File: src/rtl/periph_sdram_arb_pkg.sv
// Shared definitions for the peripheral SDRAM arbiter: FSM encoding and arbitration modes.
package periph_arb_pkg;

  typedef enum logic [1:0] {
    IDLE  = 2'd0,
    ISSUE = 2'd1,
    WAIT  = 2'd2
  } arb_state_t;

  localparam int ARB_FIXED = 0;
  localparam int ARB_RR    = 1;

endpackage

File: src/rtl/periph_sdram_arb_if.sv
// Single peripheral SDRAM command port toward the core SDRAM arbiter.
interface periph_sdram_arb_if #(
  parameter int ADDR_W  = 24,
  parameter int DATA_W  = 32,
  parameter int BURST_W = 3
);
  logic                  mux_rd;
  logic                  mux_wr;
  logic [ADDR_W-1:0]     mux_addr;
  logic [DATA_W-1:0]     mux_wdata;
  logic [DATA_W/8-1:0]   mux_wstrb;
  logic [BURST_W-1:0]    mux_burst_len;
  logic                  mux_ack;
  logic                  mux_done;

  modport master (
    output mux_rd, mux_wr, mux_addr, mux_wdata, mux_wstrb, mux_burst_len,
    input  mux_ack, mux_done
  );

  modport slave (
    input  mux_rd, mux_wr, mux_addr, mux_wdata, mux_wstrb, mux_burst_len,
    output mux_ack, mux_done
  );
endinterface

File: src/rtl/periph_sdram_arb_pick.sv
// Combinational winner picker: fixed priority (lowest index) or round-robin from rr_ptr.
module periph_arb_pick
  import periph_arb_pkg::*;
#(
  parameter int NUM_CH = 3,
  parameter int IDX_W  = $clog2(NUM_CH)
) (
  input  logic [NUM_CH-1:0] pend,
  input  logic [IDX_W-1:0]  rr_ptr,
  input  logic              rr_mode,
  output logic [NUM_CH-1:0] win_onehot,
  output logic [IDX_W-1:0]  win_idx,
  output logic              win_valid
);

  int               cand;
  logic [IDX_W-1:0] cand_idx;

  // Scan from the start index; the first pending candidate wins.
  always_comb begin
    win_onehot = '0;
    win_idx    = '0;
    win_valid  = 1'b0;
    cand       = 0;
    cand_idx   = '0;
    for (int k = 0; k < NUM_CH; k++) begin
      cand     = rr_mode ? ((int'(rr_ptr) + k) % NUM_CH) : k;
      cand_idx = IDX_W'(cand);
      if (!win_valid && pend[cand_idx]) begin
        win_valid            = 1'b1;
        win_idx              = cand_idx;
        win_onehot[cand_idx] = 1'b1;
      end
    end
  end

endmodule

File: src/rtl/periph_sdram_arb.sv
// N-channel request merger onto the peripheral SDRAM port; one registered command in flight.
//   state | meaning
//   IDLE  | no owner; pick a winner from pending channels and latch its command
//   ISSUE | command presented downstream, held until mux_ack
//   WAIT  | command accepted, waiting for mux_done to release the owner
module periph_sdram_arb
  import periph_arb_pkg::*;
#(
  parameter int                 NUM_CH     = 3,
  parameter int                 ADDR_W     = 24,
  parameter int                 DATA_W     = 32,
  parameter int                 BURST_W    = 3,
  parameter int                 ARB_MODE   = ARB_FIXED,
  parameter logic [NUM_CH-1:0]  BURST_MASK = '1
) (
  input  logic                         clk,
  input  logic                         reset_n,
  input  logic [NUM_CH-1:0]            ch_rd,
  input  logic [NUM_CH-1:0]            ch_wr,
  input  logic [NUM_CH*ADDR_W-1:0]     ch_addr,
  input  logic [NUM_CH*DATA_W-1:0]     ch_wdata,
  input  logic [NUM_CH*DATA_W/8-1:0]   ch_wstrb,
  input  logic [NUM_CH*BURST_W-1:0]    ch_burst_len,
  input  logic [NUM_CH-1:0]            ch_active,
  output logic [NUM_CH-1:0]            ch_grant,
  output logic [NUM_CH-1:0]            ch_ack,
  output logic [NUM_CH-1:0]            ch_done,
  output logic                         mux_active,
  periph_sdram_arb_if.master           sdram
);

  localparam int   IDX_W   = $clog2(NUM_CH);
  localparam int   STRB_W  = DATA_W / 8;
  localparam logic RR_MODE = (ARB_MODE == ARB_RR);

  arb_state_t          state_q, state_d;
  logic [NUM_CH-1:0]   pend, win_onehot, grant_d;
  logic [IDX_W-1:0]    win_idx, idx_q, idx_d, rr_q, rr_d, rr_next;
  logic                win_valid;
  logic                rd_q, rd_d, wr_q, wr_d;
  logic [ADDR_W-1:0]   addr_q, addr_d;
  logic [DATA_W-1:0]   wdata_q, wdata_d;
  logic [STRB_W-1:0]   wstrb_q, wstrb_d;
  logic [BURST_W-1:0]  blen_q, blen_d;

  logic [ADDR_W-1:0]   addr_a  [NUM_CH];
  logic [DATA_W-1:0]   wdata_a [NUM_CH];
  logic [STRB_W-1:0]   wstrb_a [NUM_CH];
  logic [BURST_W-1:0]  blen_a  [NUM_CH];

  for (genvar i = 0; i < NUM_CH; i++) begin : g_unpack
    assign addr_a[i]  = ch_addr[i*ADDR_W +: ADDR_W];
    assign wdata_a[i] = ch_wdata[i*DATA_W +: DATA_W];
    assign wstrb_a[i] = ch_wstrb[i*STRB_W +: STRB_W];
    assign blen_a[i]  = ch_burst_len[i*BURST_W +: BURST_W];
  end

  assign pend = ch_rd | ch_wr;

  periph_arb_pick #(.NUM_CH(NUM_CH), .IDX_W(IDX_W)) u_pick (
    .pend       (pend),
    .rr_ptr     (rr_q),
    .rr_mode    (RR_MODE),
    .win_onehot (win_onehot),
    .win_idx    (win_idx),
    .win_valid  (win_valid)
  );

  assign rr_next = (idx_q == IDX_W'(NUM_CH - 1)) ? '0 : idx_q + 1'b1;

  always_comb begin
    state_d = state_q;
    grant_d = ch_grant;
    idx_d   = idx_q;
    rr_d    = rr_q;
    rd_d    = rd_q;
    wr_d    = wr_q;
    addr_d  = addr_q;
    wdata_d = wdata_q;
    wstrb_d = wstrb_q;
    blen_d  = blen_q;
    case (state_q)
      IDLE: begin
        if (win_valid) begin
          grant_d = win_onehot;
          idx_d   = win_idx;
          // A channel raising both rd and wr is forwarded as a read.
          rd_d    = ch_rd[win_idx];
          wr_d    = ch_wr[win_idx] & ~ch_rd[win_idx];
          addr_d  = addr_a[win_idx];
          wdata_d = wdata_a[win_idx];
          wstrb_d = wstrb_a[win_idx];
          blen_d  = blen_a[win_idx] & {BURST_W{BURST_MASK[win_idx]}};
          state_d = ISSUE;
        end
      end
      ISSUE: begin
        if (sdram.mux_ack) begin
          rd_d = 1'b0;
          wr_d = 1'b0;
          if (sdram.mux_done) begin
            grant_d = '0;
            state_d = IDLE;
            if (RR_MODE) rr_d = rr_next;
          end else begin
            state_d = WAIT;
          end
        end
      end
      WAIT: begin
        if (sdram.mux_done) begin
          grant_d = '0;
          state_d = IDLE;
          if (RR_MODE) rr_d = rr_next;
        end
      end
      default: state_d = IDLE;
    endcase
  end

  always_ff @(posedge clk or negedge reset_n) begin
    if (!reset_n) begin
      state_q  <= IDLE;
      ch_grant <= '0;
      idx_q    <= '0;
      rr_q     <= '0;
      rd_q     <= 1'b0;
      wr_q     <= 1'b0;
      addr_q   <= '0;
      wdata_q  <= '0;
      wstrb_q  <= '0;
      blen_q   <= '0;
    end else begin
      state_q  <= state_d;
      ch_grant <= grant_d;
      idx_q    <= idx_d;
      rr_q     <= rr_d;
      rd_q     <= rd_d;
      wr_q     <= wr_d;
      addr_q   <= addr_d;
      wdata_q  <= wdata_d;
      wstrb_q  <= wstrb_d;
      blen_q   <= blen_d;
    end
  end

  // Handshake pulses are gated by state so stray ack/done in IDLE never reach a channel.
  assign ch_ack  = {NUM_CH{(state_q == ISSUE) && sdram.mux_ack}} & ch_grant;
  assign ch_done = {NUM_CH{sdram.mux_done &&
                   ((state_q == WAIT) || ((state_q == ISSUE) && sdram.mux_ack))}} & ch_grant;

  assign mux_active          = |ch_active;
  assign sdram.mux_rd        = rd_q;
  assign sdram.mux_wr        = wr_q;
  assign sdram.mux_addr      = addr_q;
  assign sdram.mux_wdata     = wdata_q;
  assign sdram.mux_wstrb     = wstrb_q;
  assign sdram.mux_burst_len = blen_q;

endmodule

File: src/flat_wrapper.sv
// flat-port wrapper written by rule: the top's interface ports become plain ports
module periph_sdram_arb_flat import periph_arb_pkg::*;
#(
  parameter int                 NUM_CH     = 3,
  parameter int                 ADDR_W     = 24,
  parameter int                 DATA_W     = 32,
  parameter int                 BURST_W    = 3,
  parameter int                 ARB_MODE   = ARB_FIXED,
  parameter logic [NUM_CH-1:0]  BURST_MASK = '1
)
  (clk, reset_n, ch_rd, ch_wr, ch_addr, ch_wdata, ch_wstrb, ch_burst_len, ch_active, ch_grant, ch_ack, ch_done, mux_active, sdram_mux_rd, sdram_mux_wr, sdram_mux_addr, sdram_mux_wdata, sdram_mux_wstrb, sdram_mux_burst_len, sdram_mux_ack, sdram_mux_done);
  periph_sdram_arb_if #(.ADDR_W(ADDR_W), .DATA_W(DATA_W), .BURST_W(BURST_W)) sdram_i ();
  input  logic clk;
  input  logic reset_n;
  input  logic [NUM_CH-1:0] ch_rd;
  input  logic [NUM_CH-1:0] ch_wr;
  input  logic [NUM_CH*ADDR_W-1:0] ch_addr;
  input  logic [NUM_CH*DATA_W-1:0] ch_wdata;
  input  logic [NUM_CH*DATA_W/8-1:0] ch_wstrb;
  input  logic [NUM_CH*BURST_W-1:0] ch_burst_len;
  input  logic [NUM_CH-1:0] ch_active;
  output logic [NUM_CH-1:0] ch_grant;
  output logic [NUM_CH-1:0] ch_ack;
  output logic [NUM_CH-1:0] ch_done;
  output logic mux_active;
  output wire logic [$bits(sdram_i.mux_rd)-1:0] sdram_mux_rd;
  output wire logic [$bits(sdram_i.mux_wr)-1:0] sdram_mux_wr;
  output wire logic [$bits(sdram_i.mux_addr)-1:0] sdram_mux_addr;
  output wire logic [$bits(sdram_i.mux_wdata)-1:0] sdram_mux_wdata;
  output wire logic [$bits(sdram_i.mux_wstrb)-1:0] sdram_mux_wstrb;
  output wire logic [$bits(sdram_i.mux_burst_len)-1:0] sdram_mux_burst_len;
  input wire logic [$bits(sdram_i.mux_ack)-1:0] sdram_mux_ack;
  input wire logic [$bits(sdram_i.mux_done)-1:0] sdram_mux_done;
  assign sdram_mux_rd = sdram_i.mux_rd;
  assign sdram_mux_wr = sdram_i.mux_wr;
  assign sdram_mux_addr = sdram_i.mux_addr;
  assign sdram_mux_wdata = sdram_i.mux_wdata;
  assign sdram_mux_wstrb = sdram_i.mux_wstrb;
  assign sdram_mux_burst_len = sdram_i.mux_burst_len;
  assign sdram_i.mux_ack = sdram_mux_ack;
  assign sdram_i.mux_done = sdram_mux_done;
  periph_sdram_arb #(.NUM_CH(NUM_CH), .ADDR_W(ADDR_W), .DATA_W(DATA_W), .BURST_W(BURST_W), .ARB_MODE(ARB_MODE), .BURST_MASK(BURST_MASK)) u_core (.clk(clk), .reset_n(reset_n), .ch_rd(ch_rd), .ch_wr(ch_wr), .ch_addr(ch_addr), .ch_wdata(ch_wdata), .ch_wstrb(ch_wstrb), .ch_burst_len(ch_burst_len), .ch_active(ch_active), .ch_grant(ch_grant), .ch_ack(ch_ack), .ch_done(ch_done), .mux_active(mux_active), .sdram(sdram_i));
endmodule
File: config.mk
export PLATFORM = sky130hd
export DESIGN_NAME = periph_sdram_arb_flat
export DESIGN_NICKNAME = d
export VERILOG_FILES = /design/src/rtl/periph_sdram_arb_pkg.sv /design/src/rtl/periph_sdram_arb_if.sv /design/src/rtl/periph_sdram_arb_pick.sv /design/src/rtl/periph_sdram_arb.sv /design/src/flat_wrapper.sv
export SDC_FILE = /design/constraint.sdc
export NUM_CORES = 1
export LEC_CHECK = 0
export ABC_AREA = 1
export CELL_PAD_IN_SITES_DETAIL_PLACEMENT = 0
export CELL_PAD_IN_SITES_GLOBAL_PLACEMENT = 2
export CORE_UTILIZATION = 16
export CTS_CLUSTER_SIZE = 12
export DETAILED_ROUTE_END_ITERATION = 8
export PLACE_DENSITY = 0.73
export SLEW_MARGIN = 30
export SYNTH_ARGS = -nofsm -noshare
export SYNTH_HDL_FRONTEND = slang
export SYNTH_SLANG_ARGS = --single-unit
File: constraint.sdc
create_clock -name clk -period 1.4 [get_ports clk]
set_clock_uncertainty 0.1 [all_clocks]
set_input_delay 0.28 -clock clk [delete_from_list [all_inputs] [get_ports clk]]
set_output_delay 0.28 -clock clk [all_outputs]
set_load 0.05 [all_outputs]
# After elaboration in Yosys (flattened, before gate mapping)
# Index checks and enable logic that the tools add are counted.
[classes]
magnitude_cmp = 2
eq_ne = 5
n_mux = 40
n_bitwise = 7
n_reduce_logical = 15
[ops]
columns = ["cell", "count"]
rows = [
  ["binary-select mux 32 bit (select 2 bit)", 1],
  ["2-to-1 mux 32 bit", 2],
  ["binary-select mux 24 bit (select 2 bit)", 1],
  ["2-to-1 mux 24 bit", 2],
  ["2-to-1 mux 3 bit", 6],
  ["2-to-1 mux 2 bit", 6],
  ["2-to-1 mux 1 bit", 11],
  ["AND 3 bit", 3],
  ["one-hot mux 3 bit (3 select lines)", 1],
  ["AND reduction 3 bit", 3],
  ["binary-select mux 4 bit (select 2 bit)", 1],
  ["2-to-1 mux 4 bit", 2],
  ["binary-select mux 1 bit (select 2 bit)", 3],
  ["binary-select mux 3 bit (select 2 bit)", 1],
  ["!= test 2 bit (second input constant)", 3],
  ["one-hot mux 2 bit (3 select lines)", 1],
  ["logical AND 1 bit", 4],
  ["one-hot mux 1 bit (2 select lines)", 2],
  ["greater-or-equal comparator 3 bit (second input constant)", 1],
  ["< comparator 2 x 3 -> 1 bit (second input constant)", 1],
  ["NOT 2 -> 3 bit", 1],
  ["bitwise OR 3 bit", 1],
  ["nonzero test 3 bit", 1],
  ["OR reduction 3 bit", 1],
  ["other kinds (9)", 10],
]
[totals]
register_bits = 70
in_bits = 202
out_inout_bits = 75
word_cells = 77

# Longest topological paths before layout
[logic_depth]
ltp_word = 14
ltp_mapped = 8

# Cells and area by module
# From an unflattened synthesis, not the netlist that was laid out.
[hier_totals]
hier_cells = 684
hier_area_um2 = 4789.6
[modules_own_cells]
columns = ["mod", "n_inst", "cells_per_inst", "area_each_um2"]
rows = [
  ["periph_sdram_arb", 1, 624, 4514.3],
  ["periph_arb_pick", 1, 60, 275.3],
]

# Worst setup path after synthesis
# OpenSTA, ideal clock, no wires.
[synth_timing]
path_kind = "reg2out"
startpoint = "reg u_core.state_q[1]"
endpoint = "out ch_done[0]"
arrival_ps = 1496
required_ps = 1020
path_slack_ps = -476
path_stages_with_launch = 7
path_cell_list = "dfrtp_1 -> inv_1 -> ha_1 -> nand2_1 -> inv_1 -> o21ai_0 -> nor2_1"
[synth_between]
elab_chain_len = 5
[synth_lines]
columns = ["element", "line_no", "rtl"]
rows = [
  ["start: declaration", "periph_sdram_arb.sv:36", "arb_state_t state_q, state_d;"],
  ["start signal: assignment", "periph_sdram_arb.sv:134", "state_q <= state_d;"],
  ["== test 2 x 1 -> 1 bit", "periph_sdram_arb.sv:150", "((state_q == WAIT) || ((state_q == ISSUE) && sdram.mux_ack))}} & ch_grant;"],
  ["logical AND 1 bit", "periph_sdram_arb.sv:150", ""],
  ["logical OR 1 bit *", "periph_sdram_arb.sv:150", ""],
  ["logical AND 1 bit *", "periph_sdram_arb.sv:149", "assign ch_done = {NUM_CH{sdram.mux_done &&"],
  ["AND 3 bit *", "periph_sdram_arb.sv:150", ""],
  ["end: declaration", "flat_wrapper.sv:24", "output logic [NUM_CH-1:0] ch_done;"],
]
# Mark *: on every way between the ends. The rest lies on a longest branch, timed or not.

# Worst setup path in the final report
[layout_timing]
startpoint = "reg u_core.state_q[0]"
endpoint = "out ch_done[1]"
# Same word-level chain as after synthesis.

==> flow_summary_export.csv <==
group,metric,value,unit
clock_tree,cts_tree,"yes",
timing,fmax,525,MHz
detailed_routing,antenna_left,0,
detailed_routing,viasPerCell,4.11,
timing,fin_crit_sh,136,%
synthesis,netlist_area,4410,µm²
timing,hold_viol,0,
detailed_routing,via_count,5421,
outcome,violations,"setup timing",
die,dieArea,28200,µm²
clock_tree,cts.sinks,70,
die,floorplan.io_pins,277,
timing,rsz0062_at_grt,"true",
critical_path,crit_start,"u_core.state_q[0]",
clock_tree,cts_buffer_depth,2,
power,leakage,4.36,nW
timing,setup_viol,76,
synthesis,async_flop_share,100,%
finish,nets,1176,
global_routing,antenna_found_initial,2,
detailed_routing,drtPass1Iterations,4,
die,die_w,168,µm
global_routing,overflow,0,
critical_path,reg2reg_depth,7,
clock_tree,numCtsBuffers,9,
finish,syn_to_final_growth,111,%
outcome,outcome,"finished with violations",
clock_tree,cts-root-buf,"clkbuf_16",
clock_tree,htreeDepth,3,
critical_path,crit_required,1.02,ns
clock_tree,clk_pin_slew,0.06,ns
hold_path,hp-class,"input pin to asynchronous set/reset pin",
die,start_util,16.3,%
critical_path,timing.critical_path.fanout_max,3,
synthesis,seq_area_frac_synth,39.7,%
power,total_power,0.0197,W
timing,period_needed,1.90,ns
power,power_density,2120,nW/µm²
detailed_routing,routed_wl,21200,µm
synthesis,synth-compound-area-share,0.340,%
synthesis,synth_ff_type,"dfrtp_1",
synthesis,muxShareOfSynthArea,0,%
placed_design,io_buffers,276,
synthesis,synth_xor_area_share,0,%
synthesis,synthesis.nets,875,
job,maxCapViolations,0,
placed_design,gp_congestion,0.740,
critical_path,crit_type,"register to output pin",
global_routing,grt_pass1_wl,32300,µm
timing,final_max_slew_viol_count,0,
power,peakVddDrop,857,µV
placed_design,dpl.hpwl,15600,µm
detailed_routing,drcViolationCount,0,
synthesis,synthSimpleGateAreaFrac,52.3,%
die,core,27000,µm²
synthesis,synth_warnings,0,
critical_path,reg2reg_from,"u_core.state_q[1]",
timing,worst_pin_slew,0.332,ns
synthesis,synth_top_family_by_area,"simple AND/OR/NAND/NOR gates",
synthesis,synth_cell_types,21,
synthesis,synthAdderAreaFrac,0.851,%
synthesis,syn_inst,670,
timing,setup_slack,-0.504,ns
critical_path,cp.arrival,1.52,ns
finish,drive_above_1_share,19.0,%
detailed_routing,post_drt_wl_per_cell,16.1,µm
die,row_count,60,
global_routing,grt_pass1_vias,5506,
detailed_routing,drt_iter0_drc,265,
synthesis,synth_edf_count,0,
synthesis,avgSynthCellArea,6.58,µm²
synthesis,synth_seq_cells,70,
critical_path,cp-start-kind,"register",
clock_tree,insertion_delay,0.33,ns
critical_path,setup.worst_path.end_class,"output pin",
die,die_y,168,µm
global_routing,grt_max_degree,39,
finish,fin_util,34.5,%
global_routing,grtUsageTotal,15.1,%
timing,slew_headroom,77.8,%
## sequential cells by signal, indices dropped and copies added, names as in the netlist
register / count
u_core.ch_grant: 3
u_core.sdram.mux_addr: 24
u_core.sdram.mux_burst_len: 3
u_core.sdram.mux_rd: 1
u_core.sdram.mux_wdata: 32
u_core.sdram.mux_wr: 1
u_core.sdram.mux_wstrb: 4
u_core.state_q: 2
## synthesized netlist by cell type (2+ instances only)
master | instances | area, µm²
o21ai_0 | 3 | 15.0
buf_1 | 4 | 15.0
clkbuf_1 | 18 | 67.6
nand2_2 | 2 | 12.5
ha_1 | 3 | 37.5
nand3_1 | 156 | 781
dfrtp_1 | 70 | 1750
buf_4 | 7 | 52.6
inv_1 | 14 | 52.6
nor2_1 | 91 | 342
or2_0 | 24 | 150
buf_2 | 13 | 65.1
nand2_1 | 249 | 935
buf_6 | 4 | 45.0
nand4_1 | 6 | 37.5
## per-stage QoR
step,area (µm²),cells,worst slack (ns),TNS [ns],hold slack [ns]
floorplan,4520,670,-0.0969,-0.311,-0.116
global placement,8760,1287,-0.560,-36.13,0.168
detailed placement,8760,1287,-0.593,-38.55,0.170
CTS,9300,1315,-0.545,-14.01,0.378
global route,9330,1319,-0.570,-20.51,0.412
finish,9330,1319,-0.504,-13.26,0.369
## metal layers
metal / part of all wire (%) / vias to the layer above / global-route usage [%]
li1: - / 2740 / -
met1: 43 / 2459 / 18.3
met2: 48 / 204 / 25.7
met3: 7.6 / 18 / 4.56
met4: 1.3 / 0 / 3.95
met5: 0 / - / 0
## area by class of cell
cell class,count,area [µm²]
antenna,2,5.00
clock buffer,11,243
clock inverter,5,82.6
fill,2851,17700
inverter,15,58.8
multi-input combinational,539,2510
sequential,70,1760
tap,341,427
timing repair buffer,336,4250
## worst max-delay path, cell delays in order, from the launching register on
cell and delay, ns:
dfrtp_1 0.43, inv_2 0.06, ha_2 0.21, o21ai_4 0.28, nor2_4 0.06, buf_12 0.15
## logic make-up (layout without fill, tap and decap cells)
group / Yosys count / after routing
simple gates: 533 / 533
fa+ha+maj: 3 / 3
other cells: 0 / 2
flops: 70 / 70
buf+inv: 61 / 367
compound gates: 3 / 3
## timing repair
item,CTS,global route
resized for setup,23,3
hold buffers,1,0
pin swaps,8,4
buffers inserted,8,2
endpoints found under the hold margin,70,0
endpoints found under the setup margin,78,77
cloned,3,0
## where the power goes
group          internal (W)  switching [W]  total, W
Combinational       0.00614        0.00688    0.0130
Sequential          0.00305        0.00112   0.00416
Clock               0.00161       0.000943   0.00255
## path summary, 6_finish.rpt
kind	endpoint	slack, ns
setup reg to reg	u_core.sdram.mux_addr[7]	-0.22
min in group clk	u_core.state_q[1]	0.44
max in group asynchronous	u_core.ch_grant[2]	0.58
hold / removal	u_core.sdram.mux_addr[2]	0.37
hold reg to reg	u_core.state_q[1]	0.44
setup / recovery	ch_done[1]	-0.50
## placed cells by master, fill, tap and decap left out, types with 5 or more instances in the layout
cell             Yosys  layout
dlygate4sd2_1        0       7
buf_12               0      92
inv_2                1       5
nand2_1            249     246
inv_1               14       9
nand3_2              0       6
nor2_1              91      85
clkdlybuf4s50_1      0     191
dfrtp_1             70      67
nand4_1              6       6
clkbuf_16            0       9
buf_4                7      38
or2_0               24      24
nand3_1            156     150
nor2_4               1       8
No activity file was read; power rests on OpenSTA's default activity.
